===== src/rtl/dsd_cnt_pkg.sv =====
// Shared types and next-state helpers for the T-flip-flop up/down counter family.
// Both the counter RTL and its bench model use next_count.
package dsd_cnt_pkg;

    localparam logic DIR_UP   = 1'b1;
    localparam logic DIR_DOWN = 1'b0;

    typedef struct packed {
        logic [31:0] value;
        logic        wrap;
    } cnt_step_t;

    // One counting step. An out-of-range q counts up to 0 like a terminal
    // count, so a corrupted counter recovers in one step.
    function automatic cnt_step_t next_count(
        input logic [31:0] q,
        input logic        x,
        input logic [31:0] modulus,
        input logic        sat
    );
        cnt_step_t step;
        step.value = q;
        step.wrap  = 1'b0;
        if (x == DIR_UP) begin
            if (q == modulus - 32'd1) begin
                step.value = sat ? q : 32'd0;
                step.wrap  = 1'b1;
            end else if (q > modulus - 32'd1) begin
                step.value = 32'd0;
                step.wrap  = 1'b1;
            end else begin
                step.value = q + 32'd1;
                step.wrap  = 1'b0;
            end
        end else begin
            if (q == 32'd0) begin
                step.value = sat ? q : modulus - 32'd1;
                step.wrap  = 1'b1;
            end else begin
                step.value = q - 32'd1;
                step.wrap  = 1'b0;
            end
        end
        return step;
    endfunction

    function automatic logic [31:0] clamp_load(
        input logic [31:0] din,
        input logic [31:0] modulus
    );
        logic [31:0] value;
        if (din >= modulus) begin
            value = modulus - 32'd1;
        end else begin
            value = din;
        end
        return value;
    endfunction

endpackage


===== src/rtl/tff_updown_counter_tff_cell.sv =====
// Single T flip-flop storage cell: toggles on a rising clk edge when t is high.
module tff_cell (
    input  logic t,
    input  logic clk,
    input  logic reset,
    output logic q
);

    // Toggle storage with asynchronous clear.
    always_ff @(posedge clk or posedge reset) begin
        if (reset) begin
            q <= 1'b0;
        end else if (t) begin
            q <= ~q;
        end else begin
            q <= q;
        end
    end

endmodule


===== src/rtl/tff_updown_counter.sv =====
// Modulo-N (or saturating, with TFF_CNT_SATURATE_EN defined) up/down counter
// whose state lives entirely in tff_cell instances.
module tff_updown_counter
    import dsd_cnt_pkg::*;
#(
    parameter int unsigned WIDTH   = 4,
    parameter int unsigned MODULUS = 16
) (
    input  logic             clk,
    input  logic             reset,
    input  logic             en,
    input  logic             x,
    input  logic             load,
    input  logic [WIDTH-1:0] din,
    output logic [WIDTH-1:0] q,
    output logic             tc,
    output logic             wrap
);

`ifdef TFF_CNT_SATURATE_EN
    localparam logic SAT_MODE = 1'b1;
`else
    localparam logic SAT_MODE = 1'b0;
`endif

    localparam logic [WIDTH-1:0] MAX_Q = WIDTH'(MODULUS - 32'd1);

    cnt_step_t        step_s;
    logic [31:0]      load_val_s;
    logic [WIDTH-1:0] next_s;
    logic [WIDTH-1:0] t_s;
    logic             wrap_next_s;
    logic             wrap_r;
    logic             unused_s;

    // Next count and wrap request: load beats enable, otherwise hold.
    always_comb begin
        step_s      = next_count(32'(q), x, 32'(MODULUS), SAT_MODE);
        load_val_s  = clamp_load(32'(din), 32'(MODULUS));
        next_s      = q;
        wrap_next_s = 1'b0;
        if (load) begin
            next_s      = load_val_s[WIDTH-1:0];
            wrap_next_s = 1'b0;
        end else if (en) begin
            next_s      = step_s.value[WIDTH-1:0];
            wrap_next_s = step_s.wrap;
        end else begin
            next_s      = q;
            wrap_next_s = 1'b0;
        end
    end

    assign unused_s = ^{step_s.value[31:WIDTH], load_val_s[31:WIDTH]};

    // A bit toggles exactly when it differs from its next value.
    assign t_s = q ^ next_s;

    for (genvar i = 0; i < int'(WIDTH); i++) begin : g_bit
        tff_cell u_cell (
            .t     (t_s[i]),
            .clk   (clk),
            .reset (reset),
            .q     (q[i])
        );
    end

    // One-cycle wrap pulse following a wrapping (or blocked) step.
    always_ff @(posedge clk or posedge reset) begin
        if (reset) begin
            wrap_r <= 1'b0;
        end else begin
            wrap_r <= wrap_next_s;
        end
    end

    assign wrap = wrap_r;
    assign tc   = en & ~load & ((x & (q == MAX_Q)) | (~x & (q == {WIDTH{1'b0}})));

endmodule


===== config.mk =====
export PLATFORM = sky130hd
export DESIGN_NAME = tff_updown_counter
export DESIGN_NICKNAME = d
export VERILOG_FILES = /design/src/rtl/dsd_cnt_pkg.sv /design/src/rtl/tff_updown_counter_tff_cell.sv /design/src/rtl/tff_updown_counter.sv
export SDC_FILE = /design/constraint.sdc
export NUM_CORES = 1
export LEC_CHECK = 0
export CORE_AREA = 4 4 41 43
export DETAILED_ROUTE_END_ITERATION = 10
export DIE_AREA = 0 0 45 47
export GPL_TIMING_DRIVEN = 0
export SETUP_SLACK_MARGIN = 0.2
export SLEW_MARGIN = 20
export SYNTH_ARGS = -nofsm -noshare
export SYNTH_HDL_FRONTEND = slang
export SYNTH_SLANG_ARGS = --single-unit

===== constraint.sdc =====
create_clock -name clk -period 3 [get_ports clk]
set_input_delay 0.75 -clock clk [delete_from_list [all_inputs] [get_ports clk]]
set_output_delay 0.75 -clock clk [all_outputs]
set_load 0.005 [all_outputs]

# --- After elaboration in Yosys (flattened, before gate mapping) ---
# Cells that the tools add are included.
# W data, S select, Z words.
word_totals:
  input_bits: 9
  wordCells: 28
  ff_bits: 5
classes:
  eq_ne: 1
  n_bitwise: 12
  n_reduce_logical: 1
  muxes: 7
  add_sub_neg: 2
op_table:
  columns: ["operator", "count"]
  rows:
  - ["$mux W5", 3]
  - ["$mux W4", 2]
  - ["$not A1 Y1", 6]
  - ["$add A4 B1 Y4 const B", 1]
  - ["$and A1 B1 Y1", 4]
  - ["$eq A4 B4 Y1 const B", 1]
  - ["$logic_not A4 Y1", 1]
  - ["$sub A4 B1 Y4 const B", 1]
  - ["$xor A4 B4 Y4", 1]
  - ["$mux W1", 2]
  - ["$or A1 B1 Y1", 1]

# --- Logic depth before layout (Yosys ltp) ---
logic_depth:
  ltp_word: 6
  mapped_depth: 6

# --- Hierarchy ---
# Synthesis repeated with hierarchy kept, for this count alone.
unflattened:
  hier_cells: 58
  area_unflattened_um2: 479.2
by_module_without_submodules:
  columns: ["module", "seq_area_each_um2", "instances", "cells_each", "area_per_inst_um2"]
  rows:
  - ["tff_updown_counter", 25.0, 1, 46, 329.1]
  - ["tff_cell", 25.0, 4, 3, 37.5]

# --- Worst setup path before layout ---
# No wires, ideal clock.
synth_timing:
  path_kind: "input port to output port"
  startpoint: "in x"
  endpoint: "out tc"
  arrival_ns: 1.443
  slack_ns: 0.807
  path_stages: 2
  required_time_ns: 2.250
  path_cell_list: "or4b_4 a21boi_0"
synth_between:
  elab_chain_cells: 4
synth_rtl:
  columns: ["item", "line", "rtl"]
  rows:
  - ["start, declared", "tff_updown_counter.sv:12", "input logic x,"]
  - ["$not A1 Y1", "tff_updown_counter.sv:78", "assign tc = en & ~load & ((x & (q == MAX_Q)) | (~x & (q == {WIDTH{1'b0}})));"]
  - ["$and A1 B1 Y1", "tff_updown_counter.sv:78", null]
  - ["$or A1 B1 Y1 *", "tff_updown_counter.sv:78", null]
  - ["$and A1 B1 Y1 *", "tff_updown_counter.sv:78", null]
  - ["end, declared", "tff_updown_counter.sv:16", "output logic tc,"]
# Mark *: on every way between the ends. The rest lies on a longest branch, timed or not.

# --- Worst setup path in the final report ---
# Same ends and word-level chain as after synthesis.

==> results.toml <==
[run_status]
status = "completed"

[detailed_routing]
ant_nets = 0
drt_wl_total_microns = 895
drc = 0
viasPerCell = 4.59
post_drt_wl_per_cell_microns = 11.8
num_vias = 349
dr.first_iter.drc_count = 9
first_pass_iters = 3

[worst_setup_path]
r2r-end = "g_bit[0].u_cell.q"
slowest_stage = "or4b_4"
crit_path_start_kind = "input port"
path_max_fanout = 6
crit_required_ns = 2.25
reg2reg_slack_ns = 1.27
worstSetupPathType = "input port to output pin"
crit_path_cell_trace = "clkdlybuf4s15_2 > or4b_4 > a21boi_1 > dlygate4sd2_1"
arrival_ns = 1.88
crit_path_end_kind = "output pin"
cpPeakStageDelay_ns = 0.51
worst_r2r_path_depth = 5
reg2reg_from = "g_bit[0].u_cell.q"

[clock_tree]
cts_hold_buf = 0
cts_tree = "built"
h-tree-depth = 1
ctsLongestPathBuffers = 2
cts_setup_buffers = 0
cts_num_sinks = 5
clkLatencyLatePin_ns = 0.24
numCtsBuffers = 3
clock-root-buffer = "clkbuf_4"
post_cts_resized = 8
path_clk_slew_ns = 0.05

[grt]
grt_pass1_wl_mm = 1.57
grt_pass1_vias = 342
busiest_layer = "met2"
met3_usage = 0.0613
use_met2 = 0.167
grt_antenna_before_repair = 0
grt_max_degree = 10
groute.usage.overall = 0.108
grtUsageMet1 = 0.126
grt_overflow_total = 0

[finish]
num-fill-cells = 148
nets = 73
area_delta_synth_final_pct = 44.9
drive_gt1_frac = 0.213
n_antenna_cell = 0
multi_input_area_sq_um = 224
final_common_cell = "clkdlybuf4s50_1"
design_area_sq_um = 573
finish.utilization = 0.440
final_cell_mix = "clkdlybuf4s50_1 (10), buf_4 (4), dfrtp_1 (4)"
seqCellArea_sq_um = 126
stdcell_count = 76

[timing]
worstMarginPinSlew_ns = 0.383
fmax_mhz = 380
hold_violations = 0
rsz0062_at_grt = "no"
finalMaxSlewViolations = 0
clock-skew-final_ns = 0.00524
period_needed_ns = 2.63
tns_ns = 0
final.period_utilization = 0.878
max_slew_margin = 0.745
finalSetupViolCount = 0

[worst_hold_path]
hp-class = "flip-flop to flip-flop"
hold_end = "wrap"
hold_start = "g_bit[2].u_cell.q"
min_path_cells = 2

[pwr]
power.total_uw = 249
p_switching_uw = 71.0
p_leak_nw = 0.253
pwr-share-comb = 0.335
power_density_nw_per_um2 = 434
p_sw_frac = 0.285
power_frac_seq = 0.354
internal-power_uw = 178
clkPwrFrac = 0.312
peakVddDrop_v = 0.000248

[synth]
seq_area_frac_synth = 0.316
synthCells = 44
postSynthAreaPerCell_sq_um = 8.99
synth_nets = 55
synthesis.area_sq_um = 395
ys_types = 26
yosysWarnings = 0
synth-seq-cells = 5

[floorplan]
die_area_sq_um = 2120
io-pin-count = 15
core-area_sq_um = 1300
start_util = 0.304
die_y_microns = 47
die_w_microns = 45
rows = 13

[placement]
postPlaceCellArea_sq_um = 544
dpl.cell_count = 72
hpwl_microns = 724
gp_congestion = 0.712
numPortBuffers = 13

[job]
drv_cap = 0
-- power by group through the flow --
stage / sequential [mW] / clock (mW) / combinational, mW
2_1_floorplan: 0.0853 / 0 / 0.0518
5_1_grt: 0.0895 / 0.0893 / 0.0947
3_3_place_gp: 0.0886 / 0 / 0.0833
3_5_place_dp: 0.0886 / 0 / 0.0851
4_1_cts: 0.0878 / 0.0824 / 0.0849
6_report: 0.0880 / 0.0776 / 0.0833
-- cell families (layout without fill, tap and decap cells) --
kind of cell,Yosys count,count (layout),synth area share
muxes,2,2,0.0538
AOI/OAI and AO/OA,15,15,0.259
buffers and inverters,9,26,0.123
and+or+nand+nor,9,9,0.139
adders and majority gates,2,2,0.0633
xor gates and xnor gates,2,2,0.0443
DFF,5,5,0.316
-- worst max-delay path by stage --
stage / start / end / slack [ns] / depth (start not counted)
after CTS: x / tc / 0.35 / 4
after global routing: g_bit[0].u_cell.q / tc / 0.28 / 5
after floorplan: x / tc / 0.81 / 2
after detailed placement: x / tc / -0.27 / 4
final: x / tc / 0.37 / 4
after global placement: x / tc / -0.28 / 4
-- layout make-up --
class	count	area share
plain buffers	5	0.0590
clock buffers	4	0.0459
inverters	4	0.0262
multi-input cells	30	0.391
flip-flops and latches	5	0.221
well taps	15	0.0328
repair buffers	13	0.225
-- sequential cells by signal, summed over array words and instances (netlist names) --
name            count
g_bit.u_cell.q      4
wrap                1
-- critical path, delay by kind of cell --
family / cells / cell delay (ns)
AND/OR/NAND/NOR: 1 / 0.51
buffers and inverters: 2 / 0.48
AO/OA/AOI/OAI: 1 / 0.15
-- layer usage --
| metal | vias up | wire length [microns] |
|---|---|---|
| met1 | 150 | 414 |
| li1 | 187 | - |
| met5 | - | 0 |
| met3 | 0 | 69 |
| met2 | 12 | 411 |
| met4 | 0 | 0 |
-- per-stage QoR --
stage                     setup WS [ns]  hold WS [ns]
after floorplan                   0.807         0.529
after global placement           -0.282         0.640
after detailed placement         -0.273         0.643
after CTS                         0.352         0.664
after global routing              0.284         0.694
final                             0.367         0.656
-- cells in the mapped netlist --
| cell | count | area [sq um] |
|---|---|---|
| mux2_2 | 1 | 11.3 |
| o31ai_1 | 1 | 7.51 |
| nand2b_1 | 1 | 6.26 |
| a311o_1 | 1 | 10.0 |
| or4_1 | 1 | 7.51 |
| inv_2 | 1 | 3.75 |
| ha_1 | 2 | 25.0 |
| a21oi_1 | 3 | 15.0 |
| xnor2_1 | 2 | 17.5 |
| nand4_1 | 1 | 6.26 |
| clkbuf_1 | 1 | 3.75 |
| o21ai_0 | 3 | 15.0 |
| inv_1 | 3 | 11.3 |
| a31oi_1 | 1 | 6.26 |
| nor2b_1 | 1 | 6.26 |
| buf_4 | 4 | 30.0 |
| or4b_4 | 1 | 13.8 |
| mux2i_1 | 1 | 10.0 |
| a21boi_0 | 2 | 15.0 |
| dfrtp_1 | 5 | 125 |
| nand2_1 | 3 | 11.3 |
| a21o_1 | 1 | 7.51 |
| nor2_1 | 1 | 3.75 |
| a311oi_1 | 1 | 8.76 |
| o21bai_1 | 1 | 7.51 |
| a21bo_1 | 1 | 10.0 |
Note: power is estimated with default switching activity, not from simulation.
